<file path="src/rtl/traffic_light_fsm.sv">
// Two-road intersection phase controller; sole master of the shared interval timer.
// Optional pedestrian phase enabled by defining TLC_WALK_EN.
module traffic_light_fsm #(
   parameter logic [3:0] T_BASE = 4'd6,
   parameter logic [3:0] T_EXT  = 4'd3,
   parameter logic [3:0] T_YEL  = 4'd2,
   parameter logic [3:0] T_RED  = 4'd1,
   parameter logic [3:0] T_WALK = 4'd4
) (
   input  logic       clk1,
   input  logic       rst_n,
   input  logic       sensor,
   input  logic       walk_request,
   input  logic       expired,
   output logic       start_timer,
   output logic [3:0] value,
   output logic [1:0] main_light,
   output logic [1:0] side_light,
   output logic       walk_light,
   output logic [2:0] state
);

   typedef enum logic [2:0] {
      MG   = 3'd0,
      MY   = 3'd1,
      AR1  = 3'd2,
      SG   = 3'd3,
      SGX  = 3'd4,
      SY   = 3'd5,
      AR2  = 3'd6,
      WALK = 3'd7
   } state_t;

   localparam logic [1:0] L_RED = 2'b00;
   localparam logic [1:0] L_YEL = 2'b01;
   localparam logic [1:0] L_GRN = 2'b10;

   state_t     cur, nxt;
   logic       arm, car_waiting, walk_pending;
   logic [1:0] blank;
   logic       qual, enter;
   logic [3:0] ivl;
   logic [1:0] main_n, side_n;

   assign state = cur;
   // Expired only counts once the timer has had time to restart after our pulse.
   assign qual  = expired && (blank == 2'd0);

   always_comb begin
      nxt   = cur;
      enter = 1'b0;
      if (arm) begin
         nxt   = MG;
         enter = 1'b1;
      end else begin
         case (cur)
            MG:  if (qual) begin enter = 1'b1; nxt = (car_waiting || sensor) ? MY : MG; end
            MY:  if (qual) begin enter = 1'b1; nxt = AR1; end
            AR1: if (qual) begin enter = 1'b1; nxt = walk_pending ? WALK : SG; end
            SG:  if (qual) begin enter = 1'b1; nxt = sensor ? SGX : SY; end
            SGX: if (qual) begin enter = 1'b1; nxt = SY; end
            SY:  if (qual) begin enter = 1'b1; nxt = AR2; end
            AR2: if (qual) begin enter = 1'b1; nxt = MG; end
`ifdef TLC_WALK_EN
            WALK: if (qual) begin enter = 1'b1; nxt = SG; end
`endif
            default: begin enter = 1'b1; nxt = MG; end
         endcase
      end
   end

   always_comb begin
      ivl    = T_BASE;
      main_n = L_RED;
      side_n = L_RED;
      case (nxt)
         MG:      begin ivl = T_BASE; main_n = L_GRN; end
         MY:      begin ivl = T_YEL;  main_n = L_YEL; end
         AR1:     ivl = T_RED;
         SG:      begin ivl = T_BASE; side_n = L_GRN; end
         SGX:     begin ivl = T_EXT;  side_n = L_GRN; end
         SY:      begin ivl = T_YEL;  side_n = L_YEL; end
         AR2:     ivl = T_RED;
         WALK:    ivl = T_WALK;
         default: ivl = T_BASE;
      endcase
   end

   always_ff @(posedge clk1 or negedge rst_n) begin
      if (!rst_n) begin
         cur         <= MG;
         arm         <= 1'b1;
         blank       <= 2'd0;
         start_timer <= 1'b0;
         value       <= 4'd0;
         main_light  <= L_GRN;
         side_light  <= L_RED;
         car_waiting <= 1'b0;
      end else begin
         cur         <= nxt;
         arm         <= 1'b0;
         start_timer <= enter;
         main_light  <= main_n;
         side_light  <= side_n;
         if (enter) value <= ivl;
         if (enter)                blank <= 2'd2;
         else if (blank != 2'd0)   blank <= blank - 2'd1;
         if (enter && nxt == SG)         car_waiting <= 1'b0;
         else if (sensor && cur == MG)   car_waiting <= 1'b1;
      end
   end

`ifdef TLC_WALK_EN
   always_ff @(posedge clk1 or negedge rst_n) begin
      if (!rst_n) begin
         walk_pending <= 1'b0;
         walk_light   <= 1'b0;
      end else begin
         walk_light <= (nxt == WALK);
         if (enter && nxt == WALK)        walk_pending <= 1'b0;
         else if (walk_request && cur != WALK) walk_pending <= 1'b1;
      end
   end
`else
   logic unused_walk;
   assign unused_walk  = walk_request;
   assign walk_pending = 1'b0;
   assign walk_light   = 1'b0;
`endif

endmodule

</file>
<file path="config.mk">
export PLATFORM = sky130hd
export DESIGN_NAME = traffic_light_fsm
export DESIGN_NICKNAME = d
export VERILOG_FILES = /design/src/rtl/traffic_light_fsm.sv
export SDC_FILE = /design/constraint.sdc
export NUM_CORES = 1
export LEC_CHECK = 0
export CORE_AREA = 2 2 39 41
export CTS_BUF_LIST = sky130_fd_sc_hd__clkbuf_4 sky130_fd_sc_hd__clkbuf_8
export DETAILED_ROUTE_END_ITERATION = 6
export DIE_AREA = 0 0 41 43
export DONT_BUFFER_PORTS = 1
export PLACE_DENSITY = 0.78
export RECOVER_POWER = 100
export SETUP_SLACK_MARGIN = 0.02
export SLEW_MARGIN = 0
export SYNTH_ARGS = -nofsm -noshare
export SYNTH_HDL_FRONTEND = slang
export SYNTH_SLANG_ARGS = --single-unit
</file>
<file path="constraint.sdc">
create_clock -name clk1 -period 1.8 [get_ports clk1]
set_input_delay 0.18 -clock clk1 [delete_from_list [all_inputs] [get_ports clk1]]
set_output_delay 0.18 -clock clk1 [all_outputs]
set_load 0.02 [all_outputs]
</file>
==> flow_summary.ini, run 1 <==
[pwr]
total_leakage_power_nw = 0.3261
power_density_nw_per_um2 = 1142
switching_share_pct = 31.68
seq_power_share_pct = 50.1
ir_drop_v = 0.0005897
pwr-share-clk_pct = 22.7
internal-power_uw = 594.7
power_frac_comb_pct = 27.2
p_sw_uw = 275.8
power.total_uw = 870.5

[global_route]
grt_pass1_vias = 474
antenna_found_initial = 0
grt_pass1_wl_microns = 1925
overflow = 0
grt_max_degree = 16
grt_use_total_pct = 17.22

[synthesis]
netlist_instances = 63
synth_area_sq_um = 663.1
avgSynthCellArea_sq_um = 10.53
synth_area_leader_cell = dfrtp_1
synth.distinct_cells = 25
synth_seq_cells = 15
seq_area_frac_synth_pct = 56.98
ys_top_cells_by_area = dfrtp_1 49%, dfstp_2 7.9%, a21oi_1 3.8%
ys_warn_count = 0
synth.top_cell.area_share_pct = 49.06

[floorplan]
num_rows = 14
io-pin-count = 18
die_h_microns = 43
die-area_sq_um = 1763
coreArea_sq_um = 1384
start_util_pct = 47.92
die_width_microns = 41

[placed_design]
hpwl_microns = 911.9
gp_congestion = 0.7400
pre_cts_ws_ns = -0.01671
dp.cells = 86
port_buffers = 0

[timing]
worst_slew_pin_slew_ns = 0.6132
skew_ns = 0.002310
setup_viol = 0
timing.fmax_mhz = 590.8
timing.final.max_slew_violations = 0
post-route-min-period_ns = 1.693
rsz0062_at_grt = false
maxSlewHeadroom_pct = 58.98
timing.final.crit_share_pct = 94.03
layout_setup_ws_ns = 0.1074
finalHoldViolations = 0

[detailed_routing]
avgViaCountPerCell = 5.391
drtPass1Iterations = 4
drc = 0
num_vias = 496
routed_wl_microns = 1221
postRouteAntennaNets = 0
routedWlPerCell_microns = 13.27
first_iter_violations = 7

[cts]
cts_tree = done
cts_buffers = 3
insertion_delay_ns = 0.28
h-tree-depth = 1
clock_path_buffers = 2
cts.sinks = 15
clkTransAtPathRegs_ns = 0.08
cts.root.buffer_cell = clkbuf_4

[critical_path]
critPathMaxFanout = 4
cp-startpoint = blank[0]
start_kind = register
r2r_start = blank[0]
worstPathArrival_ns = 1.90
endpoint_kind = register
critPathKind = register to register
r2r_cells = 7
cp.required_ns = 2.01

[run_status]
status = complete, no violations

[finish]
drive_above_1_share_pct = 17.11
layoutNonFillerInstCount = 92
fill_cells = 129
area_delta_synth_final_pct = 14.91
nets = 83
diodes = 0

[hold_path]
whs_path_depth = 2
min_path_type = input pin to register
worstHoldStart = expired

[run]
max_cap_violations = 0
==> cell type report <==
| type | instances | area, sq um | area share (%) |
|---|---|---|---|
| sequential | 15 | 377.9 | 49.59 |
| multi-input combinational | 42 | 267.8 | 35.14 |
| timing repair buffer | 9 | 43.79 | 5.747 |
| clock buffer | 4 | 30.03 | 3.941 |
| inverter | 6 | 22.52 | 2.956 |
| tap | 16 | 20.02 | 2.627 |
==> repair_timing <==
item / 4_1_cts / 5_1_grt
gates resized for setup: 1 / 2
endpoints found under the hold margin: 15 / 0
buffers inserted: 0 / 1
hold buffers: 1 / 0
pin swaps: 0 / 1
setup endpoints to repair: 2 / 2
==> worst paths after layout <==
check,end,slack (ns)
setup / recovery,value[2],0.11
hold / removal,blank[1],0.07
setup reg to reg,value[2],0.11
hold reg to reg,car_waiting,0.58
max in group asynchronous,blank[0],1.06
min in group asynchronous,car_waiting,0.35
==> state kept, by name (all words and copies together) (netlist names) <==
signal / cells
blank: 2
value: 3
side_light: 2
start_timer: 1
state: 3
arm: 1
car_waiting: 1
main_light: 2
==> critical path, cell delays in order (launching register included) <==
cell	delay, ns
dfrtp_1	0.38
inv_1	0.10
ha_4	0.16
and3_4	0.20
nor2_2	0.04
or3_4	0.35
mux2_2	0.27
a21oi_1	0.13
==> power by group through the flow <==
stage / sequential (mW) / combinational (mW) / clock (mW)
4_1_cts: 0.441 / 0.217 / 0.202
3_5_place_dp: 0.447 / 0.204 / 0
5_1_grt: 0.445 / 0.268 / 0.221
6_report: 0.437 / 0.237 / 0.197
3_3_place_gp: 0.445 / 0.189 / 0
2_1_floorplan: 0.447 / 0.142 / 0
==> layer usage <==
metal	routed length [microns]	part of all wire [%]	GRT usage (%)
met1	499	41	18.25
met5	0	0	0
met2	601	49	28.13
met3	73	6.0	3.665
met4	47	3.8	12.00
==> cell usage in the layout, fill, tap and decap left out <==
cell type and instances:
ha_4 1, clkbuf_4 4, or3_4 1, a21oi_1 5, buf_4 1, a211oi_1 1
dfstp_2 1, o21bai_1 1, dfrtp_1 13, nor2_1 5, inv_1 6, a21oi_2 1
nor3_1 2, nand3_1 5, xor2_1 1, and3_4 1, and2_1 1, dfstp_1 1
o211ai_1 1, nor2_2 1, nand3b_1 1, conb_1 3, nand2_1 2, mux2_2 2
dlygate4sd3_1 1, o21ai_0 4, a31oi_1 2, clkbuf_1 7, o21a_1 1
==> Yosys cell counts, drive strengths merged <==
cell and instances:
dfrtp 13, a21oi 6, inv 6, nor2 6, nand3 5, o21ai 4, a31oi 2, buf 2
dfstp 2, mux2 2, nand2 2, nor3 2, a211oi 1, and2 1, and3 1, conb 1
ha 1, nand3b 1, o211ai 1, o21a 1, o21bai 1, or3 1, xor2 1
==> cells by family (layout without fill, tap and decap cells) <==
kind of cell,count (synthesis),after routing,synth area share [%]
simple gates,19,19,15.66
compound gates,16,16,14.53
flops,15,15,56.98
buf+inv,8,19,5.659
mux,2,2,3.396
fa+ha+maj,1,1,1.886
other cells,1,3,0.5655
xor+xnor,1,1,1.321
==> stage by stage <==
step / hold slack (ns) / instance area, sq um / TNS (ns) / util [%]
floorplan: -0.1156 / 670.6 / 0 / -
global placement: -0.1153 / 728.2 / 0 / 52.62
detailed placement: -0.1154 / 728.2 / -0.01671 / 52.62
CTS: 0.06690 / 772.0 / 0 / 55.79
global route: 0.07264 / 762.0 / 0 / 55.06
finish: 0.06514 / 762.0 / 0 / 55.06
(Power assumes the default switching activity.)
==> run 2, diff against run 1 <==
- CORE_AREA: 2 2 39 41 -> not set
- CORE_MARGIN: not set -> 2
- CORE_UTILIZATION: not set -> 35
- DIE_AREA: 0 0 41 43 -> not set
- PLACE_DENSITY: 0.78 -> 0.62
==> run 2 against run 1 <==
Net effect: sequential share of layout area shrank 1.2 points; clock skew shrank 0.0013 ns; global-route usage shrank 5.2 points; flip-flop and latch count is the same; sequential power grew 0.9%; via count shrank 5.8%; design area grew 2.5%; clock power is essentially flat; clock-buffer cell count is the same; non-clock buffer count shrank 1.
==> flow_summary.ini, run 2 (same netlist as run 1, synthesis figures left out) <==
[timing]
timing.final.crit_share_pct = 94.28
post-route-min-period_ns = 1.697
rsz0062_at_grt = false
timing.fmax_mhz = 589.3
setup_viol = 0
timing.final.max_slew_violations = 0
tns_ns = 0
finalHoldViolations = 0
worst_slew_pin_slew_ns = 0.6490
skew_ns = 0.001050
layout_setup_ws_ns = 0.1030
maxSlewHeadroom_pct = 56.59

[finish]
mostFrequentLayoutCell = dfrtp_1
fin_util_pct = 44.73
stdcell_area_sq_um = 780.7
layoutNonFillerInstCount = 100
nets = 82
area_delta_synth_final_pct = 17.74
diodes = 0
fill_cells = 191
drive_above_1_share_pct = 20.00

[detailed_routing]
routed_wl_microns = 1217
num_vias = 467
postRouteAntennaNets = 0
routedWlPerCell_microns = 12.17
first_iter_violations = 7
avgViaCountPerCell = 4.670
drc = 0
drtPass1Iterations = 4

[critical_path]
critPathKind = register to register
cp-startpoint = blank[0]
worstPathArrival_ns = 1.90
critPathMaxFanout = 4
critPathMaxStageDelay_ns = 0.40
start_kind = register
endpoint_kind = register
crit_chain = inv_2 -> ha_4 -> and3_4 -> nor2_2 -> or3_4 -> mux2_2 -> a21oi_1
cp.required_ns = 2.00
slowest_stage = dfrtp_1
r2r_start = blank[0]

[global_route]
overflow = 0
grt_pass1_vias = 429
grt_use_total_pct = 12.00
grt_pass1_wl_microns = 1814
grt_max_degree = 16
antenna_found_initial = 0

[floorplan]
coreArea_sq_um = 1745
num_rows = 15
io-pin-count = 18
die_width_microns = 47.53
die-area_sq_um = 2259
start_util_pct = 37.99
die_h_microns = 47.53

[cts]
h-tree-depth = 1
cts.root.buffer_cell = clkbuf_4
insertion_delay_ns = 0.27
clkTransAtPathRegs_ns = 0.08
clock_path_buffers = 2
cts_tree = done
cts.sinks = 15
cts_buffers = 3

[hold_path]
min_path_type = input pin to register
worstHoldStart = expired

[placed_design]
hpwl_microns = 865.8
gp_congestion = 0.8101
dp.cells = 95
port_buffers = 0
pre_cts_ws_ns = -0.004051
place_area_sq_um = 739.5

[pwr]
total_leakage_power_nw = 0.3298
ir_drop_v = 0.0004159
power_density_nw_per_um2 = 1105

[run_status]
status = complete, no violations

[run]
max_cap_violations = 0
## run 2: cell types whose count changed in the layout (fill, tap and decap cells not counted), sizes merged
cell    change
buf         +1
clkbuf      -2
## run 2: final timing paths
path                          endpoint  slack [ns]  depth (start not counted)
max                           value[2]        0.10                          7
min                           blank[1]        0.08                          2
max reg2reg                   value[2]        0.10                          7
min reg2reg                car_waiting        0.56                          2
max in group asynchronous     blank[0]        1.02                          1
min in group asynchronous     value[2]        0.37                          1
## run 2: cell type report
| cell class | instances | area, sq um | area share (%) |
|---|---|---|---|
| repair buffers | 8 | 43.79 | 5.609 |
| flip-flops and latches | 15 | 377.9 | 48.40 |
| clock buffers | 4 | 30.03 | 3.846 |
| inverters | 6 | 22.52 | 2.885 |
| well taps | 25 | 31.28 | 4.006 |
| multi-input cells | 42 | 275.3 | 35.26 |
## run 2: where the power goes
part           total (mW)  switching, mW  internal [mW]
registers           0.441         0.0561          0.385
logic               0.226          0.124          0.102
clock network       0.196         0.0947          0.101
total               0.863          0.275          0.588
## run 2: timing repair
action                     in CTS  in global routing
setup buffers                   0                  0
pin swaps                       0                  1
hold endpoints to repair       15                  0
hold buffers                    1                  0
gates resized for setup         1                  4
setup endpoints to repair       2                  4
## run 2: metrics by stage
| step | total power, mW | hold WS, ns |
|---|---|---|
| floorplan | 0.5888 | -0.1156 |
| global placement | 0.6349 | -0.1153 |
| detailed placement | 0.6442 | -0.1153 |
| CTS | 0.8592 | 0.07571 |
| global route | 0.9260 | 0.07703 |
| finish | 0.8629 | 0.07868 |
## run 2: worst max-delay path: cells and delay by family, from the launching register on
family                     cells  cell delay, ns
muxes                          1            0.27
adders and majority gates      1            0.16
AOI/OAI and AO/OA              1            0.13
and+or+nand+nor                3            0.59
DFF                            1            0.40
buffers and inverters          1            0.08
## run 2: routing by layer
layer | GRT usage (%) | vias up | routed length [microns]
met5 | 0 | - | 0
met3 | 3.774 | 2 | 70
met2 | 18.38 | 12 | 563
met1 | 14.29 | 217 | 563
li1 | - | 236 | -
met4 | 8.333 | 0 | 19
